`src/rtl/common.sv`:
```
// Shared project-wide constants for the pipeline stage tops.
//
// Contents:
//   PIPELINE_FIFO_DEFAULT_DEPTH - entry count used when stage tops place a
//                                 pipeline_fifo between two stages.
package common;

   localparam int PIPELINE_FIFO_DEFAULT_DEPTH = 4;

endpackage : common

```
`src/rtl/pipeline_fifo_mem.sv`:
```
// Storage array for pipeline_fifo: DEPTH x DATA_WIDTH entries, one synchronous
// write port and one asynchronous (combinational) read port. Contents are not
// reset; occupancy tracking in the parent decides which entries are meaningful.
//
// Ports:
//   clk    in   write clock
//   we     in   write enable
//   waddr  in   write address
//   wdata  in   write data
//   raddr  in   read address
//   rdata  out  read data, combinational from raddr
module pipeline_fifo_mem #(
   parameter int DATA_WIDTH = 32,
   parameter int DEPTH      = 4,
   parameter int ADDR_W     = $clog2(DEPTH)
) (
   input  logic                  clk,
   input  logic                  we,
   input  logic [ADDR_W-1:0]     waddr,
   input  logic [DATA_WIDTH-1:0] wdata,
   input  logic [ADDR_W-1:0]     raddr,
   output logic [DATA_WIDTH-1:0] rdata
);

   logic [DATA_WIDTH-1:0] mem [DEPTH];

   always_ff @(posedge clk) begin
      if (we) begin
         mem[waddr] <= wdata;
      end
   end

   // The head entry must be visible in the same cycle that m_valid is high,
   // so the read is combinational.
   assign rdata = mem[raddr];

endmodule : pipeline_fifo_mem

```
`src/rtl/pipeline_fifo.sv`:
```
// Flushable elastic buffer between two pipeline stages. A DEPTH-entry circular
// buffer with valid/ready on both sides; a one-cycle flush pulse discards all
// entries (e.g. on a taken branch).
//
// Optional feature macro: PIPELINE_FIFO_BYPASS_EN
//   When defined, an empty buffer forwards s_data to m_data combinationally.
//   If the consumer accepts in that cycle, the word is never stored.
//
// Ports:
//   clk          in   sole clock, rising edge
//   rst          in   asynchronous active-high reset
//   flush        in   synchronous discard of all entries (highest priority)
//   s_valid      in   producer has data
//   s_ready      out  buffer can accept (independent of m_ready)
//   s_data       in   producer payload
//   m_valid      out  head entry available
//   m_ready      in   consumer accepts
//   m_data       out  head payload
//   count        out  current occupancy
//   almost_full  out  count >= ALMOST_FULL_LEVEL
module pipeline_fifo
   import common::*;
#(
   parameter int DATA_WIDTH        = 32,
   parameter int DEPTH             = PIPELINE_FIFO_DEFAULT_DEPTH,
   parameter int ALMOST_FULL_LEVEL = DEPTH - 1
) (
   input  logic                       clk,
   input  logic                       rst,
   input  logic                       flush,
   input  logic                       s_valid,
   output logic                       s_ready,
   input  logic [DATA_WIDTH-1:0]      s_data,
   output logic                       m_valid,
   input  logic                       m_ready,
   output logic [DATA_WIDTH-1:0]      m_data,
   output logic [$clog2(DEPTH+1)-1:0] count,
   output logic                       almost_full
);

   localparam int PTR_W = $clog2(DEPTH);
   localparam int CNT_W = $clog2(DEPTH + 1);
   localparam logic [CNT_W-1:0] FULL_COUNT = CNT_W'(DEPTH);
   localparam logic [CNT_W-1:0] AF_COUNT   = CNT_W'(ALMOST_FULL_LEVEL);

   logic [PTR_W-1:0]      wr_ptr;
   logic [PTR_W-1:0]      rd_ptr;
   logic [CNT_W-1:0]      occupancy;
   logic [DATA_WIDTH-1:0] head_data;
   logic                  stored_valid;
   logic                  push;
   logic                  pop;
   logic                  wr_en;

   pipeline_fifo_mem #(
      .DATA_WIDTH (DATA_WIDTH),
      .DEPTH      (DEPTH),
      .ADDR_W     (PTR_W)
   ) u_mem (
      .clk   (clk),
      .we    (wr_en),
      .waddr (wr_ptr),
      .wdata (s_data),
      .raddr (rd_ptr),
      .rdata (head_data)
   );

   // Full is judged on stored occupancy alone, so a pop in the same cycle
   // never frees a slot early and m_ready has no path to s_ready.
   assign s_ready      = (occupancy != FULL_COUNT) && !flush && !rst;
   assign stored_valid = (occupancy != '0) && !flush;
   assign push         = s_valid && s_ready;
   assign pop          = stored_valid && m_ready && !rst;
   assign count        = occupancy;
   assign almost_full  = (occupancy >= AF_COUNT);

`ifdef PIPELINE_FIFO_BYPASS_EN
   logic bypass;

   assign bypass  = (occupancy == '0) && s_valid && !flush && !rst;
   assign m_valid = stored_valid || bypass;
   assign m_data  = bypass ? s_data : head_data;
   // A word consumed straight through the bypass is never written.
   assign wr_en   = push && !(bypass && m_ready);
`else
   assign m_valid = stored_valid;
   assign m_data  = head_data;
   assign wr_en   = push;
`endif

   // Pointers wrap by natural overflow; full/empty come from occupancy.
   always_ff @(posedge clk or posedge rst) begin
      if (rst) begin
         wr_ptr    <= '0;
         rd_ptr    <= '0;
         occupancy <= '0;
      end else if (flush) begin
         wr_ptr    <= '0;
         rd_ptr    <= '0;
         occupancy <= '0;
      end else begin
         if (wr_en) begin
            wr_ptr <= wr_ptr + PTR_W'(1);
         end
         if (pop) begin
            rd_ptr <= rd_ptr + PTR_W'(1);
         end
         case ({wr_en, pop})
            2'b10:   occupancy <= occupancy + CNT_W'(1);
            2'b01:   occupancy <= occupancy - CNT_W'(1);
            default: occupancy <= occupancy;
         endcase
      end
   end

endmodule : pipeline_fifo

```
`config.mk`:
```
export PLATFORM = sky130hd
export DESIGN_NAME = pipeline_fifo
export DESIGN_NICKNAME = d
export VERILOG_FILES = /design/src/rtl/common.sv /design/src/rtl/pipeline_fifo_mem.sv /design/src/rtl/pipeline_fifo.sv
export SDC_FILE = /design/constraint.sdc
export NUM_CORES = 1
export LEC_CHECK = 0
export ABC_AREA = 0
export CAP_MARGIN = 30
export CELL_PAD_IN_SITES_DETAIL_PLACEMENT = 1
export CELL_PAD_IN_SITES_GLOBAL_PLACEMENT = 1
export CORE_AREA = 2 2 115 117
export DETAILED_ROUTE_END_ITERATION = 16
export DIE_AREA = 0 0 117 119
export HOLD_SLACK_MARGIN = 0.02
export PLACE_DENSITY_LB_ADDON = 0.1
export SLEW_MARGIN = 20
export SYNTH_ARGS = -nofsm -noshare
export SYNTH_HDL_FRONTEND = slang
export SYNTH_SLANG_ARGS = --single-unit
```
`constraint.sdc`:
```
create_clock -name clk -period 2.05 [get_ports clk]
set_input_delay 0.3075 -clock clk [delete_from_list [all_inputs] [get_ports clk]]
set_output_delay 0.3075 -clock clk [all_outputs]
set_load 0.01 [all_outputs]
```
==> impl_metrics.json, run 1 <==
{
  "status": "complete, but fails checks",
  "violations": "setup timing",
  "fin_cells": 532,
  "crit_chain": "buf_6, buf_12, mux4_2, buf_6",
  "grt_max_degree": 26,
  "layout_setup_ws_ps": -52.4,
  "crit_fanout": 6,
  "finClkSkew_ps": 7.73,
  "grt_overflow": 0,
  "dpl.hpwl_um": 6390,
  "cts_buffers": 17,
  "worstSkewPairLatency_ps": 410,
  "avgSynthCellArea_um2": 22.8,
  "cpPeakStageDelay_ps": 540,
  "rsz0062_at_grt": "yes",
  "cpMaxStageDelayCell": "mux4_2",
  "nets": 385,
  "areaGrowthSynthToFinish_pct": 36.0,
  "synth_top_area_share_pct": 74.1,
  "finalCritPeriodShare_pct": 103,
  "num_rows": 42,
  "crit_buf_inv": 3,
  "required_ps": 1740,
  "period_minus_slack_ps": 2100,
  "io_buffers": 74,
  "wl_um": 10400,
  "crit_start": "rd_ptr[0]",
  "tightest_slew_ps": 298,
  "final_layout_size_suffix_gt1_share_pct": 40.4,
  "drt-initial-drc-count": 157,
  "synth_flop_cell": "edfxtp_1",
  "multi_input_area_mm2": 0.00114,
  "dr.pass1.iters": 4,
  "synth_most_common_cell": "edfxtp_1",
  "gp_congestion": 0.750,
  "tns_ps": -474,
  "syn_area_mm2": 0.00518,
  "die_h_um": 119,
  "fmax_mhz": 476,
  "ys_seq_area_share_pct": 77.5,
  "htree_levels": 4,
  "core_area_mm2": 0.0129,
  "cp.arrival_ps": 1790,
  "grt_pass1_wl_um": 16300,
  "hold_violations": 0,
  "drtAntennaViolNets": 0,
  "ys_ff_latch": 135,
  "num_vias": 2598,
  "synth_nets": 269,
  "pre_cts_ws_ps": -311,
  "antenna_cells": 0,
  "ctsLongestPathBuffers": 2,
  "cap_violations": 0,
  "rr_startpoint": "count[0]",
  "critical_path_class": "reg -> out",
  "cts-root-buf": "clkbuf_16",
  "design.die.area_mm2": 0.0139,
  "critical-path-top-delay-family": "multiplexers",
  "die_x_um": 117,
  "slew_headroom_pct": 80.1,
  "grt_pass1_vias": 2838,
  "ff2ff_setup_slack_ps": 70,
  "cp-start-kind": "flip-flop",
  "worstSetupEndpoint": "m_data[13]",
  "crit_cells": 4,
  "clk_pin_slew_worst_paths_ps": 60,
  "synth_edf_count": 128,
  "synthCells": 227,
  "cts_num_sinks": 135,
  "detail_route.vias_per_cell": 4.88,
  "hp-class": "in -> async",
  "yosysUniqueCellTypes": 36,
  "end_kind": "output pin",
  "synth.area.top_cells": "edfxtp_1 (74%), mux4_2 (14%), dfrtp_1 (3.4%)",
  "fill_cells": 1164,
  "yosys_warnings": 0,
  "peakVddDrop_mv": 0.450,
  "drc": 0,
  "r2r_cells": 6,
  "grt.total_usage_pct": 16.7,
  "antenna_found_initial": 0,
  "regArea_mm2": 0.00402,
  "start_util_pct": 40.3,
  "ys_async_sr_fraction_pct": 5.19,
  "timing_max_transition_violations_final": 0,
  "p_leak_nw": 2.40,
  "timing.rr.end": "count[1]",
  "io_pins": 75,
  "crit_top_cell": "buf_6",
  "wl_per_cell_um": 19.6,
  "setup_viol": 22,
  "synthTopCellsByCount": "edfxtp_1 (128), mux4_2 (32), dfrtp_1 (7)",
  "post-place-cells": 495,
  "power.density_mw_per_mm2": 938,
  "cts_tree": "yes",
  "yosys.area.top_type": "edfxtp_1"
}
[sequential cells by signal, indices dropped and copies added, names as in the netlist]
| signal | cells |
|---|---|
| u_mem.mem | 128 |
| count | 3 |
| rd_ptr | 2 |
| wr_ptr | 2 |
[layout by cell type, fill, tap and decap left out, types with 3 or more instances in the layout]
cell type	count
buf_6	21
dlygate4sd2_1	5
mux4_2	32
dfrtp_2	4
clkinv_2	7
and3_2	4
edfxtp_1	128
buf_4	22
clkbuf_1	3
buf_2	9
buf_12	7
nand2_1	3
inv_1	3
nor2_1	5
dfrtp_1	3
ha_1	4
clkdlybuf4s50_1	39
clkbuf_16	17
[power by group]
part	total, W	internal (W)	switching [W]	leakage [nW]
sequential	0.00309	0.00307	0.0000215	1.25
combinational	0.000719	0.000419	0.000300	0.883
clock	0.00280	0.00176	0.00104	0.272
total	0.00661	0.00525	0.00136	2.40
[how the worst min path moves through the flow]
stage          depth (start not counted)      start  slack, ps         to
2_1_floorplan                          1        rst        110   count[2]
3_3_place_gp                           2  wr_ptr[1]        580  wr_ptr[1]
5_1_grt                                2        rst        250   count[0]
3_5_place_dp                           2  wr_ptr[1]        580  wr_ptr[1]
6_report                               2        rst        250  wr_ptr[0]
4_1_cts                                2        rst        240   count[0]
[stage by stage]
stage               hold slack (ps)  cell area, µm²  util, %  power [W]
global placement                577            6420     49.9    0.00381
finish                          252            7050     54.8    0.00661
detailed placement              582            6420     49.9    0.00382
floorplan                       111            5200        -    0.00344
global route                    247            7050     54.8    0.00685
CTS                             240            7000     54.3    0.00669
[final cells by class]
cell class                 instances  share of cell area, %
sequential                       135                   57.1
multi-input combinational         78                   16.1
timing repair buffer             108                   15.8
clock buffer                      20                   6.19
tap                              176                   3.12
clock inverter                    12                   1.56
inverter                           3                  0.160
[cell families after synthesis]
family | synth area share [%]
xor gates and xnor gates | 0.869
and+or+nand+nor | 3.28
muxes | 14.6
DFF | 77.5
buffers and inverters | 1.42
adders and majority gates | 1.35
AOI/OAI and AO/OA | 0.990
[what timing repair did]
action / CTS / global route
setup buffers: 4 / 0
gates resized for setup: 142 / 10
gates cloned: 2 / 0
pin swaps: 0 / 1
setup endpoints to repair: 36 / 33
endpoints found under the hold margin: 0 / 0
hold buffers: 0 / 0
[routing by layer]
layer | share of wire, % | vias up | GRT usage (%)
met5 | 0 | - | 0
met4 | 0.94 | 0 | 6.40
li1 | - | 1180 | -
met2 | 53 | 69 | 27.3
met1 | 42 | 1340 | 20.8
met3 | 4.0 | 9 | 4.89
Note: power is estimated with default switching activity, not from simulation.
==> run 2: changes to the inputs <==
--- a/config.mk
+++ b/config.mk
@@ -9,9 +9,9 @@
 export CAP_MARGIN = 30
 export CELL_PAD_IN_SITES_DETAIL_PLACEMENT = 1
 export CELL_PAD_IN_SITES_GLOBAL_PLACEMENT = 1
-export CORE_AREA = 2 2 115 117
+export CORE_AREA = 2 2 109 111
 export DETAILED_ROUTE_END_ITERATION = 16
-export DIE_AREA = 0 0 117 119
+export DIE_AREA = 0 0 111 113
 export HOLD_SLACK_MARGIN = 0.02
 export PLACE_DENSITY_LB_ADDON = 0.1
 export SLEW_MARGIN = 20
==> constraint.sdc (replaced) <==
create_clock -name clk -period 2.41 [get_ports clk]
set_input_delay 0.3615 -clock clk [delete_from_list [all_inputs] [get_ports clk]]
set_output_delay 0.3615 -clock clk [all_outputs]
set_load 0.01 [all_outputs]
==> impl_metrics.json, run 2 (synthesis results as in run 1) <==
{
  "status": "finished clean",
  "areaGrowthSynthToFinish_pct": 33.8,
  "antenna_found_initial": 0,
  "end_kind": "output pin",
  "rsz0062_at_grt": "no",
  "power.density_mw_per_mm2": 851,
  "cts_num_sinks": 135,
  "hold_violations": 0,
  "required_ps": 2050,
  "p_total_w": 0.00590,
  "wl_per_cell_um": 20.9,
  "finClkSkew_ps": 9.96,
  "core_area_mm2": 0.0113,
  "num_rows": 39,
  "grt.total_usage_pct": 17.7,
  "internal_power_w": 0.00472,
  "hp-class": "in -> async",
  "crit_chain": "buf_12, mux4_2, clkdlybuf4s50_1",
  "num_vias": 2568,
  "power_switching_w": 0.00118,
  "cpMaxStageDelayCell": "mux4_2",
  "setup_viol": 0,
  "drc": 0,
  "dr.pass1.iters": 4,
  "post-place-cells": 454,
  "cp.arrival_ps": 2000,
  "cpPeakStageDelay_ps": 500,
  "power.share.clock_pct": 46.8,
  "sw_frac_of_total_pct": 20.0,
  "ff2ff_setup_slack_ps": 120,
  "finalCritPeriodShare_pct": 97.9,
  "fmax_mhz": 424,
  "fin_util_pct": 61.5,
  "detail_route.vias_per_cell": 5.26,
  "final_common_cell": "edfxtp_1",
  "final_cell_area_mm2": 0.00694,
  "die_h_um": 113,
  "final_cell_mix": "edfxtp_1 (128), clkdlybuf4s50_1 (44), mux4_2 (32)",
  "cts_tree": "yes",
  "ctsLongestPathBuffers": 2,
  "nets": 374,
  "critical_path_class": "reg -> out",
  "antenna_cells": 0,
  "pwr-share-comb_pct": 8.7,
  "wl_um": 10200,
  "clk_pin_slew_worst_paths_ps": 60,
  "grt_pass1_vias": 2935,
  "start_util_pct": 46.0,
  "grt_pass1_wl_um": 16200,
  "fill_cells": 958,
  "dpl.hpwl_um": 6190,
  "design.die.area_mm2": 0.0125,
  "tightest_slew_ps": 332,
  "drt-initial-drc-count": 125,
  "crit_fanout": 8,
  "cap_violations": 0,
  "worstSkewPairLatency_ps": 420,
  "cp-start-kind": "flip-flop",
  "cts_hold_buf": 0,
  "cts-root-buf": "clkbuf_16",
  "grt_overflow": 0,
  "critical-path-top-delay-family": "buffers and inverters",
  "p_leak_nw": 2.39,
  "final_layout_size_suffix_gt1_share_pct": 28.4,
  "largest_register_ffs": 128,
  "gp_congestion": 0.766,
  "regMostFlops": "u_mem.mem",
  "slew_headroom_pct": 77.9,
  "period_minus_slack_ps": 2360,
  "grt_max_degree": 33,
  "cts_buffers": 17,
  "drtAntennaViolNets": 0,
  "placed_cell_area_mm2": 0.00629,
  "p_seq_share_pct": 44.5,
  "htree_levels": 4,
  "die_x_um": 111,
  "crit_buf_inv": 2,
  "fin_cells": 488,
  "holdWs_ps": 313,
  "timing_max_transition_violations_final": 0,
  "peakVddDrop_mv": 0.573,
  "io_buffers": 74,
  "io_pins": 75
}
run 2: metrics by stage:
| stage | setup TNS, ps | setup WS, ps |
|---|---|---|
| 3_5_place_dp | -133 | -133 |
| 6_report | 0 | 51.3 |
| 2_1_floorplan | 0 | 181 |
| 3_3_place_gp | 0 | 82.5 |
| 5_1_grt | 0 | 7.60 |
| 4_1_cts | -112 | -28.8 |
run 2: repair_timing:
action                                  CTS  global route
resized for setup                        27             6
buffers inserted                          1             1
endpoints found under the setup margin   32             9
cloned                                    0             0
run 2: path summary, 6_finish.rpt:
check | start | endpoint | cells past startpoint
hold reg to reg | wr_ptr[1] | wr_ptr[1] | 2
max in group asynchronous | rst | rd_ptr[0] | 2
setup reg to reg | count[0] | count[2] | 7
hold / removal | rst | count[0] | 2
min in group clk | s_data[9] | u_mem.mem[2][9] | 1
setup / recovery | rd_ptr[0] | m_data[11] | 3
run 2: final cells by class:
class	instances	area [µm²]	area share [%]
clock buffer	17	425	6.13
clock inverter	15	208	2.99
inverter	3	11.3	0.162
multi-input combinational	78	1090	15.7
sequential	135	4020	58.0
tap	143	179	2.58
timing repair buffer	97	998	14.4
run 2: power by group through the flow:
stage / sequential [W] / clock (W) / combinational [W]
after floorplan: 0.00268 / 0 / 0.000238
after global placement: 0.00267 / 0 / 0.000531
after detailed placement: 0.00267 / 0 / 0.000539
after CTS: 0.00263 / 0.00281 / 0.000527
after global routing: 0.00263 / 0.00290 / 0.000557
final: 0.00262 / 0.00276 / 0.000516
run 2: layer usage:
metal | GRT usage (%) | share of wire, %
met2 | 30.3 | 53
met5 | 0 | 0
met3 | 5.20 | 4.1
met1 | 21.2 | 41
met4 | 7.25 | 1.6
==> run 3: changes to the inputs <==
--- a/config.mk
+++ b/config.mk
@@ -9,9 +9,9 @@
 export CAP_MARGIN = 30
 export CELL_PAD_IN_SITES_DETAIL_PLACEMENT = 1
 export CELL_PAD_IN_SITES_GLOBAL_PLACEMENT = 1
-export CORE_AREA = 2 2 109 111
+export CORE_AREA = 2 2 111 167
 export DETAILED_ROUTE_END_ITERATION = 16
-export DIE_AREA = 0 0 111 113
+export DIE_AREA = 0 0 113 169
 export HOLD_SLACK_MARGIN = 0.02
 export PLACE_DENSITY_LB_ADDON = 0.1
 export SLEW_MARGIN = 20
==> impl_metrics.json, run 3 (synthesis results as in run 1) <==
{
  "status": "complete, but fails checks",
  "violations": "DRC",
  "cp-start-kind": "flip-flop",
  "regArea_mm2": 0.00402,
  "die_x_um": 113,
  "cts_tree": "yes",
  "start_util_pct": 29.3,
  "power_switching_w": 0.00121,
  "drtAntennaViolNets": 0,
  "ctsLongestPathBuffers": 2,
  "grt_pass1_wl_um": 16800,
  "cp.arrival_ps": 1970,
  "fill_cells": 1719,
  "cts_buffers": 17,
  "clk_pin_slew_worst_paths_ps": 60,
  "detail_route.vias_per_cell": 4.55,
  "io_buffers": 74,
  "cpPeakStageDelay_ps": 500,
  "final_cell_mix": "edfxtp_1 (128), clkdlybuf4s50_1 (45), mux4_2 (32)",
  "timing_max_transition_violations_final": 0,
  "worstSkewPairLatency_ps": 400,
  "antenna_cells": 0,
  "dpl.hpwl_um": 6530,
  "tightest_slew_ps": 328,
  "drc": 4,
  "slew_headroom_pct": 78.1,
  "r2r_cells": 7,
  "final_layout_size_suffix_gt1_share_pct": 29.1,
  "grt.total_usage_pct": 12.0,
  "grt_overflow": 0,
  "period_minus_slack_ps": 2340,
  "internal_power_w": 0.00452,
  "finClkSkew_ps": 8.82,
  "fmax_mhz": 428,
  "hp-class": "in -> async",
  "hold_violations": 0,
  "grt_max_degree": 33,
  "peakVddDrop_mv": 0.354,
  "largest_register_ffs": 128,
  "p_seq_share_pct": 45.9,
  "crit_fanout": 9,
  "num_vias": 2534,
  "cap_violations": 0,
  "holdWs_ps": 294,
  "power.share.clock_pct": 45.4,
  "antenna_found_initial": 0,
  "htree_levels": 4,
  "setup_viol": 0,
  "placed_cell_area_mm2": 0.00632,
  "cts_num_sinks": 135,
  "multi_input_area_mm2": 0.00110,
  "io_pins": 75,
  "wl_um": 10600,
  "fin_util_pct": 39.1,
  "critical_path_class": "reg -> out",
  "sw_frac_of_total_pct": 21.1,
  "drt-initial-drc-count": 122,
  "gp_congestion": 0.750,
  "areaGrowthSynthToFinish_pct": 33.8,
  "pwr-share-comb_pct": 8.7,
  "finalCritPeriodShare_pct": 96.9,
  "cts-root-buf": "clkbuf_16",
  "power.density_mw_per_mm2": 826,
  "required_ps": 2050,
  "regMostFlops": "u_mem.mem",
  "crit_chain": "buf_8, mux4_2, clkdlybuf4s50_1",
  "wl_per_cell_um": 19.0,
  "dr.pass1.iters": 10,
  "cpMaxStageDelayCell": "mux4_2",
  "core_area_mm2": 0.0177,
  "cts_hold_buf": 0,
  "p_leak_nw": 2.31,
  "final_cell_area_mm2": 0.00694,
  "design.die.area_mm2": 0.0191,
  "die_h_um": 169,
  "num_rows": 60,
  "nets": 369,
  "final_common_cell": "edfxtp_1",
  "grt_pass1_vias": 2951,
  "end_kind": "output pin"
}
[run 3: layer usage]
metal	track usage (%)	vias to the layer above	wire, µm
li1	-	1140	-
met1	13.7	1336	4210
met2	21.4	53	5900
met3	3.04	5	386
met4	4.77	0	102
met5	0	-	0
[run 3: final timing paths]
path | slack [ps] | start | to
setup reg to reg | 180 | count[1] | count[2]
hold / removal | 290 | rst | count[0]
min in group clk | 590 | wr_ptr[1] | wr_ptr[1]
hold reg to reg | 590 | wr_ptr[1] | wr_ptr[1]
setup / recovery | 70 | rd_ptr[0] | m_data[5]
max in group asynchronous | 1870 | rst | count[2]
[run 3: metrics by stage]
step	worst slack, ps	cells	TNS, ps	total power (W)
after global routing	-0.0486	557	-0.0486	0.00594
final	74.0	557	0	0.00573
after floorplan	181	227	0	0.00292
after detailed placement	-2.47	523	-2.47	0.00320
after CTS	-39.5	555	-82.2	0.00580
after global placement	83.8	523	0	0.00320
[run 3: repair_timing]
| item | CTS | global route |
|---|---|---|
| resized for setup | 28 | 7 |
| setup endpoints to repair | 33 | 9 |
| buffers inserted | 0 | 2 |
[run 3: layout make-up]
cell class | instances | share of cell area [%]
clock buffers | 18 | 6.19
clock inverters | 14 | 2.51
inverters | 3 | 0.162
multi-input cells | 78 | 15.9
flip-flops and latches | 135 | 58.0
well taps | 217 | 3.91
repair buffers | 92 | 13.3
[run 3: critical path, delay by kind of cell (launching register included)]
kind	cells	cell delay [ps]
flip-flops	1	400
buffers and inverters	2	660
multiplexers	1	500
[run 3: power groups by stage]
stage	clock network (W)	logic [W]	registers, W
3_5_place_dp	0	0.000525	0.00268
3_3_place_gp	0	0.000522	0.00268
5_1_grt	0.00276	0.000543	0.00263
4_1_cts	0.00266	0.000504	0.00263
6_report	0.00260	0.000496	0.00263
2_1_floorplan	0	0.000238	0.00268
